**config.mk**
```make
export PLATFORM = sky130hd
export DESIGN_NAME = power_ctrl_multi
export DESIGN_NICKNAME = d
export VERILOG_FILES = /design/src/rtl/power_ctrl_multi.sv
export SDC_FILE = /design/constraint.sdc
export NUM_CORES = 1
export LEC_CHECK = 0
export ABC_AREA = 1
export CAP_MARGIN = 10
export CORE_ASPECT_RATIO = 0.7
export CORE_MARGIN = 2
export CORE_UTILIZATION = 37
export DETAILED_ROUTE_END_ITERATION = 10
export SYNTH_ARGS = -nofsm -noshare
export SYNTH_HDL_FRONTEND = slang
export SYNTH_HIERARCHICAL = 1
export SYNTH_SLANG_ARGS = --single-unit
```
**constraint.sdc**
```tcl
create_clock -name clk_i -period 2.44 [get_ports clk_i]
set_input_delay 0.488 -clock clk_i [delete_from_list [all_inputs] [get_ports clk_i]]
set_output_delay 0.488 -clock clk_i [all_outputs]
set_load 0.01 [all_outputs]
```
**src/rtl/power_ctrl_multi.sv**
```systemverilog
// Per-CU clock/reset sequencer with retention sleep, drain handling and
// L2 clock gating behind an idle hysteresis counter.

module power_ctrl_cu #(
  parameter int RST_CYCLES = 4
) (
  input  logic clk_i,
  input  logic rst_i,
  input  logic start_i,
  input  logic sleep_req_i,
  input  logic delay_sleep_i,
  input  logic wake_i,
  input  logic retain_i,
  output logic active_d_o,
  output logic off_d_o,
  output logic clk_en_o,
  output logic rst_n_o
);
  localparam int RW = $clog2(RST_CYCLES + 1);
  localparam logic [RW-1:0] RST_LOAD = RW'(RST_CYCLES - 1);

  typedef enum logic [2:0] {CU_OFF, CU_INIT, CU_RUN, CU_DRAIN, CU_SLEEP} cu_state_e;

  cu_state_e      state_q, state_d;
  logic [RW-1:0]  rcnt_q, rcnt_d;
  logic           clk_en_q, rst_n_q;

  always_ff @(posedge clk_i or posedge rst_i) begin
    if (rst_i) begin
      state_q  <= CU_OFF;
      rcnt_q   <= '0;
      clk_en_q <= 1'b0;
      rst_n_q  <= 1'b0;
    end else begin
      state_q  <= state_d;
      rcnt_q   <= rcnt_d;
      clk_en_q <= active_d_o;
      rst_n_q  <= (state_d != CU_OFF) && (state_d != CU_INIT);
    end
  end

  always_comb begin
    state_d = state_q;
    rcnt_d  = rcnt_q;
    case (state_q)
      CU_OFF: if (start_i) begin
        state_d = CU_INIT;
        rcnt_d  = RST_LOAD;
      end
      // Counter holds at zero; the exit happens on the cycle it is seen at zero.
      CU_INIT: if (rcnt_q == '0) state_d = CU_RUN;
               else rcnt_d = rcnt_q - RW'(1);
      CU_RUN: if (sleep_req_i) begin
        if (delay_sleep_i) state_d = CU_DRAIN;
        else               state_d = retain_i ? CU_SLEEP : CU_OFF;
      end
      CU_DRAIN: if (!delay_sleep_i) state_d = retain_i ? CU_SLEEP : CU_OFF;
      CU_SLEEP: if (wake_i || start_i) state_d = CU_RUN;
                else if (!retain_i)    state_d = CU_OFF;
      default: state_d = CU_OFF;
    endcase
    active_d_o = (state_d == CU_INIT) || (state_d == CU_RUN) || (state_d == CU_DRAIN);
    off_d_o    = (state_d == CU_OFF);
  end

  assign clk_en_o = clk_en_q;
  assign rst_n_o  = rst_n_q;
endmodule

module power_ctrl_multi #(
  parameter int NUM_CU         = 4,
  parameter int RST_CYCLES     = 4,
  parameter int L2_IDLE_CYCLES = 16
) (
  input  logic                          clk_i,
  input  logic                          rst_i,
  input  logic                          gpu_start_i,
  input  logic [NUM_CU-1:0]             cu_mask_i,
  input  logic                          retain_i,
  input  logic [NUM_CU-1:0]             cu_sleep_req_i,
  input  logic [NUM_CU-1:0]             cu_delay_sleep_i,
  input  logic [NUM_CU-1:0]             cu_wake_i,
  output logic [NUM_CU-1:0]             cu_clk_en_o,
  output logic [NUM_CU-1:0]             cu_rst_n_o,
  output logic                          l2_clk_en_o,
  output logic                          l2_rst_n_o,
  output logic                          busy_o,
  output logic                          done_o,
  output logic [$clog2(NUM_CU+1)-1:0]   active_count_o
);
  localparam int CNT_W  = $clog2(NUM_CU + 1);
  localparam int IDLE_W = $clog2(L2_IDLE_CYCLES + 1);
  localparam logic [IDLE_W-1:0] IDLE_MAX = IDLE_W'(L2_IDLE_CYCLES);

  typedef enum logic [1:0] {L2_OFF, L2_ON, L2_GATED} l2_state_e;

  logic [NUM_CU-1:0] act_d, off_d;
  logic              busy_q, busy_d, done_q;
  logic [CNT_W-1:0]  cnt_q, cnt_d;
  l2_state_e         l2_q, l2_d;
  logic [IDLE_W-1:0] idle_q, idle_d;
  logic              l2_clk_q, l2_rstn_q;

  for (genvar g = 0; g < NUM_CU; g++) begin : g_cu
    power_ctrl_cu #(.RST_CYCLES(RST_CYCLES)) u_cu (
      .clk_i         (clk_i),
      .rst_i         (rst_i),
      .start_i       (gpu_start_i & cu_mask_i[g]),
      .sleep_req_i   (cu_sleep_req_i[g]),
      .delay_sleep_i (cu_delay_sleep_i[g]),
      .wake_i        (cu_wake_i[g]),
      .retain_i      (retain_i),
      .active_d_o    (act_d[g]),
      .off_d_o       (off_d[g]),
      .clk_en_o      (cu_clk_en_o[g]),
      .rst_n_o       (cu_rst_n_o[g])
    );
  end

  always_comb begin
    busy_d = |act_d;
    cnt_d  = '0;
    for (int i = 0; i < NUM_CU; i++) cnt_d = cnt_d + CNT_W'(act_d[i]);
  end

  // L2 follows CU next-state so its clock is never behind a CU clock enable.
  always_comb begin
    l2_d   = l2_q;
    idle_d = idle_q;
    if (busy_d) begin
      l2_d   = L2_ON;
      idle_d = '0;
    end else begin
      case (l2_q)
        L2_ON: if (idle_q == IDLE_MAX) l2_d = (&off_d) ? L2_OFF : L2_GATED;
               else idle_d = idle_q + IDLE_W'(1);
        L2_GATED: if (&off_d) l2_d = L2_OFF;
        default: ;
      endcase
    end
  end

  always_ff @(posedge clk_i or posedge rst_i) begin
    if (rst_i) begin
      busy_q    <= 1'b0;
      done_q    <= 1'b0;
      cnt_q     <= '0;
      l2_q      <= L2_OFF;
      idle_q    <= '0;
      l2_clk_q  <= 1'b0;
      l2_rstn_q <= 1'b0;
    end else begin
      busy_q    <= busy_d;
      done_q    <= busy_q & ~busy_d;
      cnt_q     <= cnt_d;
      l2_q      <= l2_d;
      idle_q    <= idle_d;
      l2_clk_q  <= (l2_d == L2_ON);
      l2_rstn_q <= (l2_d != L2_OFF);
    end
  end

  assign busy_o         = busy_q;
  assign done_o         = done_q;
  assign active_count_o = cnt_q;
  assign l2_clk_en_o    = l2_clk_q;
  assign l2_rst_n_o     = l2_rstn_q;
endmodule

```
==> metrics.cfg, run 1 <==
[global_routing]
antenna_found_initial = 0
grt_start_max_net_pins = 16
grt_use_total_pct = 15.4
grt_pass1_vias = 2097
gr-total-overflow = 0
grt_pass1_wl_um = 9360

[power]
switchingPower_uw = 1380
seq_power_share_pct = 32.7
p_leak_uw = 0.00185
switching_share_pct = 39.1
combPwrFrac_pct = 50.9
powerDensity_mw_per_mm2 = 1030
power.total_uw = 3530
p_clk_share_pct = 16.4
intPower_uw = 2150
vdd_ir_drop_max_mv = 0.447

[clock_tree]
cts_root_buf = clkbuf_8
clkTransAtPathRegs_ps = 90
clock_latency_ps = 300
numClockSinks = 46
numCtsBuffers = 5
cts_max_level = 2
clk_path_buf_depth = 2
cts_tree = done

[synthesis]
yosys_warnings = 6
synthArstFlopShare_pct = 100
yosysMostFrequentCell = inv_1
ys.flop_type = dfrtp_1
syn_nets = 356
yosysTopAreaCell = dfrtp_1
synth_top_cell_area_share_pct = 44.3
ys_top_cells_by_count = inv_1, nand2_1, dfrtp_1
synth_edf_count = 0
synth.avg_cell_area_um2 = 8.13
synth_area_mm2 = 0.00260
ys_ff_latch = 46
yosysSeqAreaShare_pct = 44.3
ys_top_cells_by_area = dfrtp_1, inv_1, nand2_1
ys_types = 23
synth_cells = 320

[timing]
maxSlewViolCount = 0
finalClockSkew_ps = 14.7
worst_pin_slew_ps = 564
fin_crit_ps = 2340
slew_headroom_pct = 62.4
fmax_mhz = 427
finalHoldViolations = 0
fin_crit_sh_pct = 96.0
setup-violations-final = 0

[job]
drv_cap = 0

[detailed_routing]
detail_route.iter0.violations = 57
vias = 2155
dr.pass1.iters = 4
drc = 0
wirelength_um = 5440
wl_per_cell_um = 11.2
viasPerCell = 4.43
ant_nets = 0

[worst_setup_path]
endpoint_kind = flip-flop
cp_max_fo = 2
required_ps = 2640
worstPathArrival_ps = 2540
start_kind = input pin
path_class = in2reg

[outcome]
status = complete, no violations

[floorplanning]
dieWidth_um = 104
start_util_pct = 38.3
die_y_um = 74.2
io_pins = 35
coreArea_mm2 = 0.00679
num_rows = 25
design.die.area_mm2 = 0.00773

[placed_design]
port_buffers = 34
hpwl_um = 4420
globalplace.congestion = 0.837

[layout]
fillers = 675
drive_gt1_share_pct = 26.8
areaGrowthSynthToFinish_pct = 31.1
antenna_cells = 0
nNetsFinal = 427
post-route-util_pct = 50.2

[hold_path]
hold_class = reg2reg

==> final cells by class <==
class / instances / area, um2 / area share [%]
multi-input combinational: 207 / 1210 / 35.5
sequential: 46 / 1150 / 33.7
timing repair buffer: 64 / 567 / 16.6
inverter: 67 / 251 / 7.37
tap: 94 / 118 / 3.45
clock buffer: 5 / 68.8 / 2.02
clock inverter: 3 / 43.8 / 1.28
==> cells in the final DEF (no fill, tap or decap), drive strengths merged <==
cell type	synthesis	final
nand2	75	75
inv	67	68
nor2	58	58
dfrtp	46	46
clkdlybuf4s50	0	32
buf	0	30
ha	15	15
nand3	14	14
o21ai	13	13
nand3b	8	8
a21oi	7	7
nand4	6	6
o211ai	5	5
clkbuf	0	5
nor3	2	2
nor3b	1	1
o21bai	1	1
a211oi	1	1
fa	1	1
bufinv	0	1
clkinv	0	1
dlygate4sd2	0	1
dlymetal6s2s	0	1
==> logic make-up after synthesis <==
group / synth area share, %
adder cells (fa/ha/maj): 7.98
flip-flops: 44.3
buffers and inverters: 9.67
AO/OA/AOI/OAI: 6.01
AND/OR/NAND/NOR: 32.1
==> power by group through the flow <==
stage | Sequential [uW] | Combinational, uW | Clock (uW)
2_1_floorplan | 1160 | 1030 | 0
3_3_place_gp | 1160 | 1730 | 0
3_5_place_dp | 1160 | 1770 | 0
4_1_cts | 1140 | 1770 | 598
5_1_grt | 1180 | 2060 | 635
6_report | 1150 | 1790 | 580
==> registers in the layout, summed over array words and instances (netlist names), 2 cells and up <==
signal,flops
g_cu.u_cu/rcnt_q,12
g_cu.u_cu/state_q,12
idle_q,5
g_cu.u_cu/clk_en_o,4
g_cu.u_cu/rst_n_o,4
active_count_o,3
l2_q,2
==> path summary, 6_finish.rpt <==
check                      cells after the start                    from                       to  slack, ps
hold reg to reg                                2                  busy_o                   done_o        500
max in group asynchronous                      2                   rst_i                idle_q[0]       1350
hold / removal                                 2                  busy_o                   done_o        500
setup reg to reg                              13  g_cu[0].u_cu/rcnt_q[1]        active_count_o[1]        140
setup / recovery                              14            cu_mask_i[0]        active_count_o[1]        100
min in group asynchronous                      2                   rst_i  g_cu[2].u_cu/state_q[2]        600
==> what timing repair did <==
action | 4_1_cts | 5_1_grt
gates resized for setup | 1 | 9
hold buffers | 0 | 0
pin swaps | 0 | 3
buffers inserted | 0 | 3
setup endpoints to repair | 1 | 3
==> layer usage <==
metal | wire (um) | share of wire, % | global-route usage, %
met2 | 2300 | 42 | 24.2
met4 | 61 | 1.1 | 4.80
met3 | 272 | 5.0 | 4.38
met1 | 2810 | 52 | 21.0
met5 | 0 | 0 | 0
==> worst max-delay path, cell delays in order <==
cell and delay, ps:
clkdlybuf4s50_1 460, nand2_1 50, inv_1 70, nor2_1 50, nand2_1 60, nand2_2 50
nand2_2 80, nor2_4 40, nand3b_1 120, inv_2 60, fa_1 530, inv_1 40
ha_1 170, ha_1 260
==> per-stage QoR <==
step | instance area, um2 | setup WS (ps) | instances | setup TNS (ps) | hold slack [ps]
6_report | 3410 | 98.8 | 486 | 0 | 499
5_1_grt | 3410 | -19.4 | 486 | -19.4 | 532
4_1_cts | 3370 | 29.5 | 483 | 0 | 504
3_5_place_dp | 3260 | -396 | 475 | -2560 | 489
3_3_place_gp | 3260 | -303 | 475 | -1570 | 476
2_1_floorplan | 2600 | 212 | 320 | 0 | 304
Power figures use the tool's default switching activity.
==> inputs of run 2 (changes only) <==
Settings changed: GPL_TIMING_DRIVEN set to 0.
Clock period 2.44 ns to 2.47 ns, I/O delays scaled along.
==> run 2 against run 1 <==
Net effect:
- utilization is 2.7 points lower
- highest routed layer unchanged
- clock power is 19% lower
- via count is 4.3% lower
- total power is 10% lower
- global-route usage is 0.92 points lower
- first-iteration DRC count is 11% higher
- setup slack better by 28 ps
- final area is 5.3% lower
- critical endpoint unchanged
- worst hold slack worse by 4.2 ps
- critical path depth is 3 lower
==> metrics.cfg, run 2 (synthesis gave the netlist of run 1 again) <==
[worst_setup_path]
cp_max_fo = 4  ; +2
slowest_delay_ps = 530  ; about the same
path_cells = dlygate4sd2_1, nand2_1, inv_2, nand4_1, nand2_2, nand3b_1, inv_2, fa_1, inv_1, ha_2, ha_4
cp_slowest_cell = fa_1
path_class = in2reg
path_common_cell = inv_2
endpoint_kind = flip-flop
start_kind = input pin
worstPathArrival_ps = 2540  ; about the same
required_ps = 2670  ; +30 ps

[layout]
fillers = 680  ; +0.74%
areaGrowthSynthToFinish_pct = 24.2
top_regs = g_cu.u_cu/rcnt_q x12, g_cu.u_cu/state_q x12, idle_q x5
seqCellArea_mm2 = 0.00115  ; unchanged
multi_input_area_mm2 = 0.00123  ; +1.7%
final_cell_mix = nand2_1, inv_1, dfrtp_1
drive_gt1_share_pct = 23.4  ; -3.4 points
final_common_cell = nand2_1
antenna_cells = 0  ; unchanged
post-route-util_pct = 47.6  ; -2.7 points
nNetsFinal = 403  ; -5.6%

[timing]
finalClockSkew_ps = 9.47  ; -5.21 ps
setup-violations-final = 0  ; unchanged
slew_headroom_pct = 63.0  ; +0.63 points
layout_setup_ws_ps = 127  ; +28.3 ps
finalHoldViolations = 0  ; unchanged
maxSlewViolCount = 0  ; unchanged
fmax_mhz = 427
worst_pin_slew_ps = 554  ; -9.46 ps
fin_crit_ps = 2340
fin_crit_sh_pct = 94.9

[floorplanning]
dieWidth_um = 104  ; unchanged
coreArea_mm2 = 0.00679  ; unchanged
design.die.area_mm2 = 0.00773  ; unchanged
io_pins = 35  ; unchanged
die_y_um = 74.2  ; unchanged
num_rows = 25  ; unchanged
start_util_pct = 38.3  ; unchanged

[global_routing]
grt_pass1_vias = 1937  ; -7.6%
grt_pass1_wl_um = 8780  ; -6.2%
gr-total-overflow = 0  ; unchanged
grt_use_total_pct = 14.5  ; -0.92 points
grt_start_max_net_pins = 15  ; -1
antenna_found_initial = 0  ; unchanged

[placed_design]
place_ws_ps = -585  ; -188 ps
hpwl_um = 4060  ; -8.2%
port_buffers = 34  ; unchanged
globalplace.congestion = 0.831  ; -0.69%

[detailed_routing]
drc = 0  ; unchanged
viasPerCell = 4.47  ; +0.70%
detail_route.iter0.violations = 63  ; +11%
wirelength_um = 5170  ; -5.0%
top_layer = met4
wl_met3_um = 268  ; -1.5%
wl_per_cell_um = 11.2  ; about the same
wl_met2_um = 2170  ; -5.7%
vias = 2063  ; -4.3%
wl_met1_um = 2660  ; -5.1%
ant_nets = 0  ; unchanged
dr.pass1.iters = 4  ; unchanged

[clock_tree]
cts_max_level = 2  ; unchanged
numClockSinks = 46  ; unchanged
clk_path_buf_depth = 2  ; unchanged
ctsHoldBuffers = 0  ; unchanged
cts_root_buf = clkbuf_8
clkTransAtPathRegs_ps = 90  ; about the same
numCtsBuffers = 5  ; unchanged
cts_tree = done
clock_latency_ps = 290  ; about the same

[job]
drv_cap = 0  ; unchanged

[power]
power.total_uw = 3170  ; -10%
powerDensity_mw_per_mm2 = 980  ; -5.2%
vdd_ir_drop_max_mv = 0.375  ; -16%
p_leak_uw = 0.00173  ; -6.6%

[hold_path]
hold_class = reg2reg

[outcome]
status = complete, no violations

## run 2: cell types whose count changed in the layout (fill, tap and decap cells not counted), sizes merged
| cell | before | now |
|---|---|---|
| dlymetal6s2s | 1 | 2 |
| dlygate4sd2 | 1 | 2 |
| inv | 68 | 67 |
| buf | 30 | 6 |
| clkbuf | 5 | 7 |
| bufinv | 1 | 0 |
| clkdlybuf4s50 | 32 | 30 |
## run 2: layout make-up
type | instances | area share, %
Timing Repair Buffer | 40 | 12.0
Inverter | 67 | 7.78
Clock buffer | 7 | 2.67
Sequential cell | 46 | 35.6
Multi-Input combinational cell | 207 | 38.1
Clock inverter | 1 | 0.155
Tap cell | 94 | 3.64
## run 2: worst max-delay path: cells and delay by family
family | cells | cell delay, ps
adders and majority gates | 3 | 940
buffers and inverters | 4 | 530
and+or+nand+nor | 4 | 570
## run 2: stage by stage
stage               hold WS, ps  setup TNS (ps)  instance area, um2  std cells
finish                      495               0                3230        462
global route                524           -11.3                3230        462
CTS                         498               0                3160        457
detailed placement          486           -4590                3060        448
global placement            480           -4210                3060        448
floorplan                   310               0                2600        320
## run 2: path summary, 6_finish.rpt
| check | slack, ps | cells after the start | end | start |
|---|---|---|---|---|
| worst max-delay path | 130 | 11 | active_count_o[1] | gpu_start_i |
| worst min-delay path | 490 | 2 | done_o | busy_o |
| worst max register to register | 130 | 13 | active_count_o[1] | g_cu[3].u_cu/rcnt_q[1] |
| worst min register to register | 490 | 2 | done_o | busy_o |
| max in group asynchronous | 1380 | 2 | idle_q[1] | rst_i |
| min in group asynchronous | 610 | 2 | g_cu[0].u_cu/rcnt_q[0] | rst_i |
## run 2: metal layers
| layer | up-vias | GRT usage [%] |
|---|---|---|
| li1 | 1074 | - |
| met5 | - | 0 |
| met1 | 942 | 19.9 |
| met2 | 40 | 21.7 |
| met3 | 7 | 4.29 |
| met4 | 0 | 5.71 |
## run 2: timing repair
action | CTS | global route
pin swaps | 2 | 11
setup endpoints to repair | 7 | 7
setup buffers | 1 | 5
gates resized for setup | 2 | 16
## run 2: power breakdown
part	internal (uW)	switching [uW]
registers	990	141
logic	637	928
clock network	226	242
==> patch (config.mk and constraints of run 1) <==
Reset style: synchronous (`rst_i`), changed in 2 clocked blocks.
--- a/src/rtl/power_ctrl_multi.sv
+++ b/src/rtl/power_ctrl_multi.sv
@@ -26,5 +26,5 @@
   logic           clk_en_q, rst_n_q;
 
-  always_ff @(posedge clk_i or posedge rst_i) begin
+  always_ff @(posedge clk_i) begin
     if (rst_i) begin
       state_q  <= CU_OFF;
@@ -141,5 +141,5 @@
   end
 
-  always_ff @(posedge clk_i or posedge rst_i) begin
+  always_ff @(posedge clk_i) begin
     if (rst_i) begin
       busy_q    <= 1'b0;
Function: differs if rst_i is asserted again (counterexample within 4 cycles, from zero or initial values and one cycle with rst_i high); with rst_i held inactive, the same outputs for 10 cycles.
==> patch against run 1 <==
  * Via count rose by 29%
  * Synthesized cell count rose by 40%
  * Utilization rose by 0.19 points
  * Sequential cell count did not move
  * Area after synthesis rose by 13%
  * Cell area rose by 15%
  * Worst setup slack improved by 0.035 ns
  * Sequential share of layout area fell by 10 points
  * Routed wire length rose by 20%
Power is not compared: it rests on default switching activity, and its combinational part moved more than twofold at a synthesized area within 25%.
==> patch: results (changes against run 1) <==
- Status: finished, final reports clean
- Synth Area in XOR/XNOR: 0% (unchanged)
- Seq/Total Area, Yosys: 31.47% (-13 points)
- Final #Nets: 567 (+33%)
- Logic inverters: 90 (+34%)
- Total GRT Usage: 16.12% (+0.72 points)
- Adder-Cell Fraction of Synth Area: 7.097% (-0.89 points)
- DRT iter0 DRCs: 107 (+88%)
- Vias in the first global route: 2,480 (+18%)
- Post-Syn Nets: 483 (+36%)
- Number of multi-input logic gates: 311 (+50%)
- Synth Area in Compound Gates: 4.147% (-1.9 points)
- Fin area: 0.003919 mm2 (+15%)
- DP HPWL: 5062 um (+14%)
- Mean Syn Cell Area: 6.547 um2 (-19%)
- Post-CTS setup buffer count: 3 (+3)
- Pre-CTS setup slack: -0.5128 ns (-0.1163 ns)
- Area of the multi-input gates: 0.001715 mm2 (+42%)
- Gp weighted congestion: 0.8775 (+4.9%)
- Vias per cell: 4.400 (-0.78%)
- NonClk Buf Share: 17.11% (+0.50 points)
- Final wirelength: 6540 um (+20%)
- CP max stage delay: 0.43 ns (-0.10 ns)
- Fraction of layout cells with a size suffix above 1: 29.89% (+3.1 points)
- CTS clk-pin slew, worst paths: 0.06 ns (-0.03 ns)
- Non-CTS buffers: 77 (+20%)
- Global-route wire length before repair: 10,750 um (+15%)
- Async set or reset register ratio after synthesis: 0% (-100 points)
- Crit path DAT: 2.49 ns (-0.05 ns)
- Post-synth top cells: nor2_1 (97), nand2_1 (79), inv_1 (73), dfxtp_1 (46), nand2_2 (29)
- Fillers: 775 (+15%)
- Clock skew: 0.005919 ns (-0.008754 ns)
- Max-slew headroom: 81.57% (+19 points)
- Top post-synthesis cells by area: dfxtp_1 (31%), nor2_1 (12%), nand2_1 (10%), inv_1 (9.4%), ha_1 (6.4%)
- P_leak: 2.028 nW
- Die area: 0.008649 mm2 (+12%)
- Fraction of area in clock buffers and inverters: 3.768% (+0.47 points)
- Inst Count DP: 616 (+30%)
- Slowest CP cell: clkdlybuf4s50_1
-- patch: cell count changes in the layout (fill, tap and decap cells not counted), moves of 9 or more --
cell,before,now
nor2_1,33,90
dfrtp_1,46,0
dfxtp_1,0,46
nand2_1,51,77
inv_1,51,66
buf_4,30,43
clkdlybuf4s50_1,32,22
nand3_1,13,22
nand3_2,1,10
-- patch: final timing paths --
| path | start | to | slack [ns] | depth (start not counted) |
|---|---|---|---|---|
| hold / removal | busy_o | done_o | 0.44 | 2 |
| setup reg to reg | g_cu[0].u_cu/rcnt_q[1] | active_count_o[1] | 0.15 | 15 |
| setup / recovery | cu_wake_i[1] | active_count_o[1] | 0.13 | 14 |
| hold reg to reg | busy_o | done_o | 0.44 | 2 |
-- patch: layer usage --
metal / GRT usage, % / routed length, um / up-vias
met5: 0 / 0 / -
met4: 5.750 / 99 / 0
met3: 4.817 / 363 / 9
met2: 23.44 / 2669 / 47
met1: 22.45 / 3406 / 1222
li1: - / - / 1507
